==> src/rtl/seg_scan_ctrl.sv <==
// seg_scan_ctrl: multiplexed seven-segment display controller.
// Holds one hex value and decimal point per digit, scans the digits onto
// active-low anode enables and segment lines, with hex glyphs, per-digit
// blanking, leading-zero suppression, PWM brightness, blink and a frame strobe.
//
// Ports:
//   clk          system clock, rising edge
//   button1      asynchronous active-high reset
//   wr_en        write strobe (one digit per cycle)
//   wr_addr      digit index to write; indices >= DIGITS are ignored
//   wr_data      hex value for that digit
//   wr_dp        decimal point for that digit (1 = lit)
//   blank_mask   bit i forces digit i dark
//   blink_mask   bit i makes digit i blink
//   lz_suppress  leading-zero suppression enable
//   bright       on-time in eighths of a slot (bright+1)/8
//   en           anode enables, active-low, bit i = digit i
//   cx           segments, active-low, cx[7:1] = a..g, cx[0] = dp
//   frame        one-cycle pulse per completed scan
module seg_scan_ctrl #(
    parameter int DIGITS       = 8,
    parameter int CLK_DIV      = 200000,
    parameter int BLINK_FRAMES = 64,
    parameter int AW           = $clog2(DIGITS)
) (
    input  logic              clk,
    input  logic              button1,
    input  logic              wr_en,
    input  logic [AW-1:0]     wr_addr,
    input  logic [3:0]        wr_data,
    input  logic              wr_dp,
    input  logic [DIGITS-1:0] blank_mask,
    input  logic [DIGITS-1:0] blink_mask,
    input  logic              lz_suppress,
    input  logic [2:0]        bright,
    output logic [DIGITS-1:0] en,
    output logic [7:0]        cx,
    output logic              frame
);

    localparam int SUB = CLK_DIV / 8;
    localparam int SW  = (SUB > 1) ? $clog2(SUB) : 1;
    localparam int FW  = (BLINK_FRAMES > 1) ? $clog2(BLINK_FRAMES) : 1;

    localparam logic [SW-1:0]     SUB_TOP = SW'(SUB - 1);
    localparam logic [FW-1:0]     FR_TOP  = FW'(BLINK_FRAMES - 1);
    localparam logic [AW-1:0]     SEL_TOP = AW'(DIGITS - 1);
    localparam logic [AW:0]       NDIG    = (AW + 1)'(DIGITS);
    localparam logic [DIGITS-1:0] DIG0    = DIGITS'(1);

    logic [3:0]        val_q [DIGITS];
    logic [DIGITS-1:0] dp_q;

    // Sub-phase and frame counters count down to a terminal count of zero;
    // only their period is visible outside.
    logic [SW-1:0]     sub_q;
    logic [2:0]        ph_q;
    logic [AW-1:0]     sel_q;
    logic [FW-1:0]     fcnt_q;
    logic              blink_q;

    logic [DIGITS-1:0] en_q, en_d;
    logic [7:0]        cx_q, cx_d;
    logic              frame_q;

    logic              sub_tc, slot_end, wrap;
    logic [DIGITS-1:0] supp;
    logic [7:0]        glyph;
    logic              dark;

    function automatic logic [7:0] seg_lut(input logic [3:0] v);
        case (v)
            4'h0: seg_lut = 8'h03;
            4'h1: seg_lut = 8'h9F;
            4'h2: seg_lut = 8'h25;
            4'h3: seg_lut = 8'h0D;
            4'h4: seg_lut = 8'h99;
            4'h5: seg_lut = 8'h49;
            4'h6: seg_lut = 8'h41;
            4'h7: seg_lut = 8'h1F;
            4'h8: seg_lut = 8'h01;
            4'h9: seg_lut = 8'h19;
            4'hA: seg_lut = 8'h11;
            4'hB: seg_lut = 8'hC1;
            4'hC: seg_lut = 8'h63;
            4'hD: seg_lut = 8'h85;
            4'hE: seg_lut = 8'h61;
            default: seg_lut = 8'h71;
        endcase
    endfunction

    assign sub_tc   = (sub_q == '0);
    assign slot_end = sub_tc && (ph_q == 3'd7);
    assign wrap     = slot_end && (sel_q == '0);

    always_ff @(posedge clk or posedge button1) begin
        if (button1) begin
            for (int i = 0; i < DIGITS; i++) begin
                val_q[i] <= '0;
            end
            dp_q <= '0;
        end else if (wr_en && ({1'b0, wr_addr} < NDIG)) begin
            val_q[wr_addr] <= wr_data;
            dp_q[wr_addr]  <= wr_dp;
        end
    end

    always_ff @(posedge clk or posedge button1) begin
        if (button1) begin
            sub_q   <= SUB_TOP;
            ph_q    <= '0;
            sel_q   <= SEL_TOP;
            fcnt_q  <= FR_TOP;
            blink_q <= 1'b0;
        end else begin
            sub_q <= sub_tc ? SUB_TOP : sub_q - SW'(1);
            if (sub_tc) begin
                ph_q <= ph_q + 3'd1;
            end
            if (slot_end) begin
                sel_q <= (sel_q == '0) ? SEL_TOP : sel_q - AW'(1);
            end
            if (wrap) begin
                if (fcnt_q == '0) begin
                    fcnt_q  <= FR_TOP;
                    blink_q <= ~blink_q;
                end else begin
                    fcnt_q <= fcnt_q - FW'(1);
                end
            end
        end
    end

    // A digit is suppressed when it and every digit to its left hold zero;
    // a lit dp keeps the digit itself visible. Digit 0 always shows.
    always_comb begin : lz_chain
        logic hz;
        supp = '0;
        hz   = 1'b1;
        for (int i = DIGITS - 1; i >= 1; i--) begin
            supp[i] = lz_suppress & hz & (val_q[i] == 4'h0) & ~dp_q[i];
            hz      = hz & (val_q[i] == 4'h0);
        end
    end

    // en and cx come from one next-state so anode and glyph switch together.
    always_comb begin
        glyph = seg_lut(val_q[sel_q]);
        if (dp_q[sel_q]) begin
            glyph[0] = 1'b0;
        end
        dark = blank_mask[sel_q] | (blink_mask[sel_q] & blink_q) | supp[sel_q];
        en_d = '1;
        cx_d = 8'hFF;
        if (ph_q <= bright) begin
            en_d = ~(DIG0 << sel_q);
            if (!dark) begin
                cx_d = glyph;
            end
        end
    end

    always_ff @(posedge clk or posedge button1) begin
        if (button1) begin
            en_q    <= '1;
            cx_q    <= 8'hFF;
            frame_q <= 1'b0;
        end else begin
            en_q    <= en_d;
            cx_q    <= cx_d;
            frame_q <= wrap;
        end
    end

    assign en    = en_q;
    assign cx    = cx_q;
    assign frame = frame_q;

endmodule
==> config.mk <==
export PLATFORM = sky130hd
export DESIGN_NAME = seg_scan_ctrl
export DESIGN_NICKNAME = d
export VERILOG_FILES = /design/src/rtl/seg_scan_ctrl.sv
export SDC_FILE = /design/constraint.sdc
export NUM_CORES = 1
export LEC_CHECK = 0
export ABC_AREA = 1
export BUFFER_PORTS_ARGS = -buffer_cell sky130_fd_sc_hd__buf_4
export CAP_MARGIN = 10
export CELL_PAD_IN_SITES_DETAIL_PLACEMENT = 1
export CELL_PAD_IN_SITES_GLOBAL_PLACEMENT = 1
export CORE_ASPECT_RATIO = 0.8
export CORE_MARGIN = 3
export CORE_UTILIZATION = 31
export CTS_CLUSTER_DIAMETER = 120
export DETAILED_ROUTE_END_ITERATION = 12
export PLACE_DENSITY_LB_ADDON = 0.1
export SLEW_MARGIN = 20
export SYNTH_ARGS = -nofsm -noshare
export SYNTH_HDL_FRONTEND = slang
export SYNTH_SLANG_ARGS = --single-unit
==> constraint.sdc <==
create_clock -name clk -period 8.3 [get_ports clk]
set_clock_uncertainty 0.2 [all_clocks]
set_input_delay 1.245 -clock clk [delete_from_list [all_inputs] [get_ports clk]]
set_output_delay 1.245 -clock clk [all_outputs]
set_load 0.01 [all_outputs]
==> impl_metrics.csv, run 1 <==
group,metric,value,unit
power,ir_worst_vdd,0.0988,mV
final_layout,final_area,0.00554,mm2
synth,syn_area_per_cell,7.71,um2
clock_tree,cts_resized,0,
synth,synth_common_cells,"nand2_1 (188), inv_1 (76), nor2_1 (59), o21ai_0 (59), dfrtp_1 (52)",
clock_tree,cts.sinks,85,
routing,route.met3.wl,384,um
floorplanning,die-area,0.0167,mm2
synth,ys_types,40,
clock_tree,clk-insertion-delay-late,350,ps
setup_path,worstSetupStartpointType,"register",
synth,synth.most_common_cell,"nand2_1",
setup_path,path_depth,11,
synth,synth_compound_area_share,9.06,%
setup_path,path_max_fanout,42,
setup_path,r2r_cells,11,
power,p_leak,0.00277,uW
floorplanning,coreArea,0.0146,mm2
placed_design,portBuffers,47,
synth,synth_top_family_by_area,"simple AND/OR/NAND/NOR gates",
routing,drtIter0Drc,113,
sta,rsz0062_at_grt,"no",
hold_path,hold_path_class,"register to register",
synth,yosysTopAreaCellShare,27.6,%
synth,synth_adder_area_share,5.05,%
global_routing,grt_start_max_net_pins,86,
synth,synth-main-ff-cell,"dfrtp_1",
final_layout,antenna_cells,0,
synth,netlist_area,0.00471,mm2
global_routing,track_usage,17.0,%
clock_tree,cts_tree,"built",
final_layout,seq_area,0.00217,mm2
setup_path,end_kind,"register",
synth,async_reset_ff_share,100,%
sta,setup_viol,0,
clock_tree,holdBufCountCts,0,
placed_design,gp_congestion,0.788,
final_layout,fillers,1821,
sta,final.min_clock_period,2930,ps
placed_design,dp_hpwl,10100,um
setup_path,cp_top_family,"flip-flops",
floorplanning,die_w,144,um
synth,yosys_warnings,0,
setup_path,crit_type,"register to register",
setup_path,cpPeakStageDelay,990,ps
global_routing,overflow,0,
sta,tightest_slew,800,ps
floorplanning,row_count,39,
sta,timing.final.hold_violations,0,
synth,yosys_register_bits,85,
run_status,status,"finished, final reports clean",
final_layout,nets,710,
clock_tree,clockBufferDepth,2,
job,cap_violations,0,
clock_tree,cts_setup_buffers,0,
setup_path,path_buf_inv,3,
sta,tns,0,ps
global_routing,grt_pass1_vias,4314,
sta,drv_slew,0,
synth,ys_seq_area_share,46.0,%
power,finalPower,1110,uW
routing,topRoutingLayerUsed,"met4",
setup_path,critPathSlowestCell,"dfstp_2",
placed_design,dp_cells,833,
routing,drcViolationCount,0,
setup_path,crit_chain,"inv_2 -> nand2_1 -> nand3_1 -> nand3_1 -> o21ai_2 -> inv_1 -> ha_1 -> inv_1 -> o21ai_0 -> a21boi_0 -> nand2_1",
routing,detail-route-antenna-nets,0,
synth,syn_nets,661,
synth,yosys-top-cells-area,"dfrtp_1 (28%), dfstp_2 (18%), nand2_1 (15%), o21ai_0 (6.3%), inv_1 (6.1%)",
power,pwr_density_cell,200,mW/mm2
synth,synth-edff-count,0,
setup_path,arrival,3020,ps
routing,drt_first_pass_iters,4,
floorplanning,start_util,32.3,%
sta,relSlewSlack,46.7,%
final_layout,layout-drive-gt1-share,18.3,%
routing,wire_per_inst,15.6,um
clock_tree,clkSlewWorstSetupHoldPaths,70,ps
setup_path,required,8390,ps
global_routing,grt_pass1_wl,22200,um
routing,dr_wl_met2,6000,um
final_layout,multi_input_area,0.00214,mm2
global_routing,antenna_found_initial,0,
synth,syn_inst,611,
synth,synth_xor_area_share,1.83,%
floorplanning,die_h,116,um
floorplanning,io_pins,48,
synth,synth_largest_area_cell,"dfrtp_1",
synth,synth_simple_gate_area_share,29.5,%
hold_path,holdPathStages,1,
clock_tree,cts_buffers,9,
final_layout,instances_no_fill,849,
sta,fin_crit_sh,35.3,%
routing,wl_met1,6750,um
clock_tree,root_buffer,"clkbuf_16",
routing,via_count,4062,
final_layout,area_delta_synth_final,17.7,%
clock_tree,h-tree-depth,3,
routing,totalWireLength,13200,um
sta,clock.fmax,341,MHz
synth,synth_mux_area_share,0,%
routing,viasPerCell,4.78,
placed_design,dpl_cell_area,0.00522,mm2
## through the flow
| step | hold slack (ps) | utilization (%) | setup WS, ps |
|---|---|---|---|
| final | 260 | 38.0 | 5370 |
| after global routing | 284 | 38.0 | 5080 |
| after CTS | 262 | 38.0 | 5290 |
| after detailed placement | 247 | 35.8 | 5300 |
| after global placement | 239 | 35.8 | 5460 |
| after floorplan | 229 | - | 4720 |
## cells in the final DEF (no fill, tap or decap), types with 9 or more instances in the layout
master / count
nand2_1: 188
dfrtp_1: 52
ha_1: 19
buf_4: 47
clkbuf_16: 9
dfstp_2: 33
nand3_1: 43
inv_1: 75
nor2_1: 59
o21ai_0: 59
## where the power goes
group	total, uW	internal [uW]	switching, uW
sequential	490	463	27.0
combinational	184	69.3	115
clock	437	263	174
## per-layer routing
layer	global-route usage [%]	up-vias
li1	-	2025
met1	23.7	1990
met2	27.2	40
met3	4.42	7
met4	2.89	0
met5	0	-
## final cells by class
class                   count  area share (%)
clock buffers              10            4.13
clock inverters             6            1.58
inverters                  85            5.80
multi-input cells         431            38.6
flip-flops and latches     85            39.1
well taps                 184            4.15
repair buffers             48            6.57
## flip-flops by register name, indices dropped and copies added (netlist names)
name     count
cx           8
dp_q         8
blink_q      1
en           8
sel_q        3
frame        1
sub_q       15
fcnt_q       6
ph_q         3
val_q       32
## logic make-up after synthesis
kind of cell	Yosys count
AND/OR/NAND/NOR	323
adder cells (fa/ha/maj)	19
XOR/XNOR	9
AO/OA/AOI/OAI	80
buffers and inverters	95
flip-flops	85
## final timing paths
path | startpoint | end | slack (ps)
min in group asynchronous | button1 | sub_q[3] | 910
min reg2reg | sub_q[0] | sub_q[0] | 260
max in group asynchronous | button1 | blink_q | 6440
min | sub_q[0] | sub_q[0] | 260
max | sel_q[0] | cx[2] | 5370
max reg2reg | sel_q[0] | cx[2] | 5370
(Power assumes the default switching activity.)
==> run 2, diff against run 1 <==
- ABC_AREA: 1 -> 0
- clock period: 8.3 -> 3 ns (I/O delays scaled with it)
==> run 2 against run 1 <==
The flow now finishes with violations (hold timing); synthesized cell count down 42%; final cell count fell by 29%; via count fell by 26%; clock-buffer cell count increased by 2; first-iteration DRC count rose by 15%; cell area down 3.8%; sequential share of layout area increased by 1.5 points; core utilization grew 0.96 points; wire length is 19% lower; largest power group unchanged; highest routed layer unchanged.
==> impl_metrics.csv, run 2 <==
group,metric,value,unit
final_layout,reg_top3,"val_q (32), sub_q (15)",
synth,synth_mux_area_share,20.0,%
synth,synth_common_cells,"dfrtp_1 (52), mux2_2 (44), dfstp_2 (33)",
routing,wl_met1,5580,um
final_layout,antenna_cells,0,
clock_tree,cts_buffers,9,
setup_path,critPathSlowestCell,"dfstp_2",
routing,drt_first_pass_iters,4,
synth,synth_compound_area_share,6.26,%
routing,detail-route-antenna-nets,0,
synth,synth_simple_gate_area_share,13.8,%
synth,yosys_register_bits,85,
final_layout,nets,467,
floorplanning,start_util,32.1,%
placed_design,dpl_cell_area,0.00504,mm2
floorplanning,die_w,139,um
global_routing,grt_pass1_vias,3132,
routing,route.met3.wl,356,um
synth,yosysTopAreaCellShare,29.6,%
final_layout,area_delta_synth_final,21.4,%
global_routing,track_usage,14.5,%
floorplanning,io_pins,48,
setup_path,crit_chain,"mux4_2 -> a311o_1 -> a211oi_4 -> o2111ai_1",
synth,yosys-top-cells-area,"dfrtp_1 (30%), dfstp_2 (20%), mux2_2 (11%), mux4_2 (7.2%), ha_1 (5.4%)",
routing,totalWireLength,10700,um
sta,fin_ws,327,ps
setup_path,worstSetupStartpointType,"register",
synth,synth_xor_area_share,2.39,%
floorplanning,die_h,112,um
synth,async_reset_ff_share,100,%
synth,syn_inst,354,
final_layout,top_register,"val_q",
synth,synth_adder_area_share,5.41,%
run_status,status,"finished, violations left",
routing,viasPerCell,5.01,
clock_tree,clkSlewWorstSetupHoldPaths,60,ps
routing,wire_per_inst,17.8,um
synth,yosys_warnings,0,
power,ir_worst_vdd,0.290,mV
hold_path,hold_path_class,"primary input to async pin",
routing,via_count,3015,
clock_tree,holdBufCountCts,0,
synth,synth-edff-count,0,
clock_tree,root_buffer,"clkbuf_16",
setup_path,r2r-end,"cx[5]",
global_routing,grt_pass1_wl,18000,um
clock_tree,cts_tree,"built",
routing,topRoutingLayerUsed,"met4",
floorplanning,die-area,0.0156,mm2
sta,fin_crit_sh,89.1,%
final_layout,final_cell_mix,"buf_4 (60), dfrtp_1 (52), mux2_2 (44)",
clock_tree,cts_resized,0,
sta,tns,0,ps
synth,syn_area_per_cell,12.4,um2
global_routing,antenna_found_initial,0,
clock_tree,cts_setup_buffers,0,
setup_path,crit-reg2reg-launch,"sel_q[0]",
placed_design,dp_hpwl,8000,um
synth,netlist_area,0.00439,mm2
setup_path,endpoint,"cx[5]",
routing,drcViolationCount,0,
placed_design,portBuffers,47,
placed_design,dp_slack,315,ps
routing,dr_wl_met2,4640,um
setup_path,arrival,2690,ps
sta,final.min_clock_period,2670,ps
synth,syn_nets,404,
placed_design,gp_congestion,0.787,
synth,synth.most_common_cell,"dfrtp_1",
sta,tightest_slew,848,ps
sta,timing.final.hold_violations,10,
run_status,violations,"hold timing",
global_routing,grt_start_max_net_pins,51,
synth,ys_types,53,
sta,holdWs,-9.31,ps
power,p_leak,0.00222,uW
routing,drtIter0Drc,130,
clock_tree,cts.sinks,85,
synth,synth-main-ff-cell,"dfrtp_1",
synth,synth_largest_area_cell,"dfrtp_1",
sta,drv_slew,0,
clock_tree,clk-insertion-delay-late,340,ps
final_layout,final_area,0.00533,mm2
setup_path,crit_type,"register to register",
clock_tree,clockBufferDepth,2,
final_layout,layout_commonest_cell,"buf_4",
job,cap_violations,0,
setup_path,end_kind,"register",
setup_path,required,3020,ps
setup_path,crit_start,"sel_q[0]",
synth,ys_seq_area_share,49.3,%
sta,clock.fmax,374,MHz
setup_path,rrSetupSlack,330,ps
setup_path,path_max_fanout,16,
sta,relSlewSlack,43.4,%
final_layout,largest_reg_flops,32,
setup_path,r2r_cells,4,
global_routing,overflow,0,
floorplanning,row_count,38,
power,pwr_density_cell,569,mW/mm2
final_layout,layout-drive-gt1-share,42.9,%
sta,setup_viol,0,
setup_path,cpPeakStageDelay,790,ps
sta,rsz0062_at_grt,"no",
synth,synth_top_family_by_area,"multiplexers",
clock_tree,h-tree-depth,3,
floorplanning,coreArea,0.0137,mm2
==> run 2: cells by family (layout without fill, tap and decap cells) <==
group,after synthesis,in the layout
fa+ha+maj,19,19
xor+xnor,12,12
simple gates,110,110
compound gates,36,36
mux,64,64
flops,85,85
buf+inv,28,96
==> run 2: worst min-delay path by stage <==
stage	end	depth (start not counted)
floorplan	sub_q[0]	1
detailed placement	sub_q[0]	1
global placement	sub_q[0]	1
finish	sub_q[3]	2
global route	sub_q[3]	2
CTS	sub_q[10]	2
==> run 2: area by class of cell <==
class,instances,area (um2)
clock buffers,12,246
clock inverters,4,47.5
fillers,1486,8360
inverters,19,72.6
multi-input cells,241,2100
flip-flops and latches,85,2170
well taps,180,225
repair buffers,61,470
==> run 2: worst max-delay path, delay by kind of cell (launching register included) <==
kind / cells / cell delay [ps]
AOI/OAI and AO/OA: 3 / 990
DFF: 1 / 790
muxes: 1 / 580
==> run 2: power breakdown <==
group	total, uW	switching (uW)	internal [uW]
Combinational	508	227	282
Clock	1110	443	666
Sequential	1420	114	1300
Total	3030	784	2250
==> run 2: through the flow <==
step	total power, uW	utilization (%)	hold WS (ps)	instances
detailed placement	1950	36.8	258	586
global route	3190	39.0	37.7	602
floorplan	1720	-	234	354
finish	3030	39.0	-9.31	602
global placement	1940	36.8	251	586
CTS	3080	39.0	4.33	602
==> run 2: layer usage <==
layer | global-route usage [%] | up-vias
met3 | 3.24 | 10
met2 | 21.1 | 41
li1 | - | 1420
met5 | 0 | -
met4 | 4.11 | 0
met1 | 21.8 | 1544
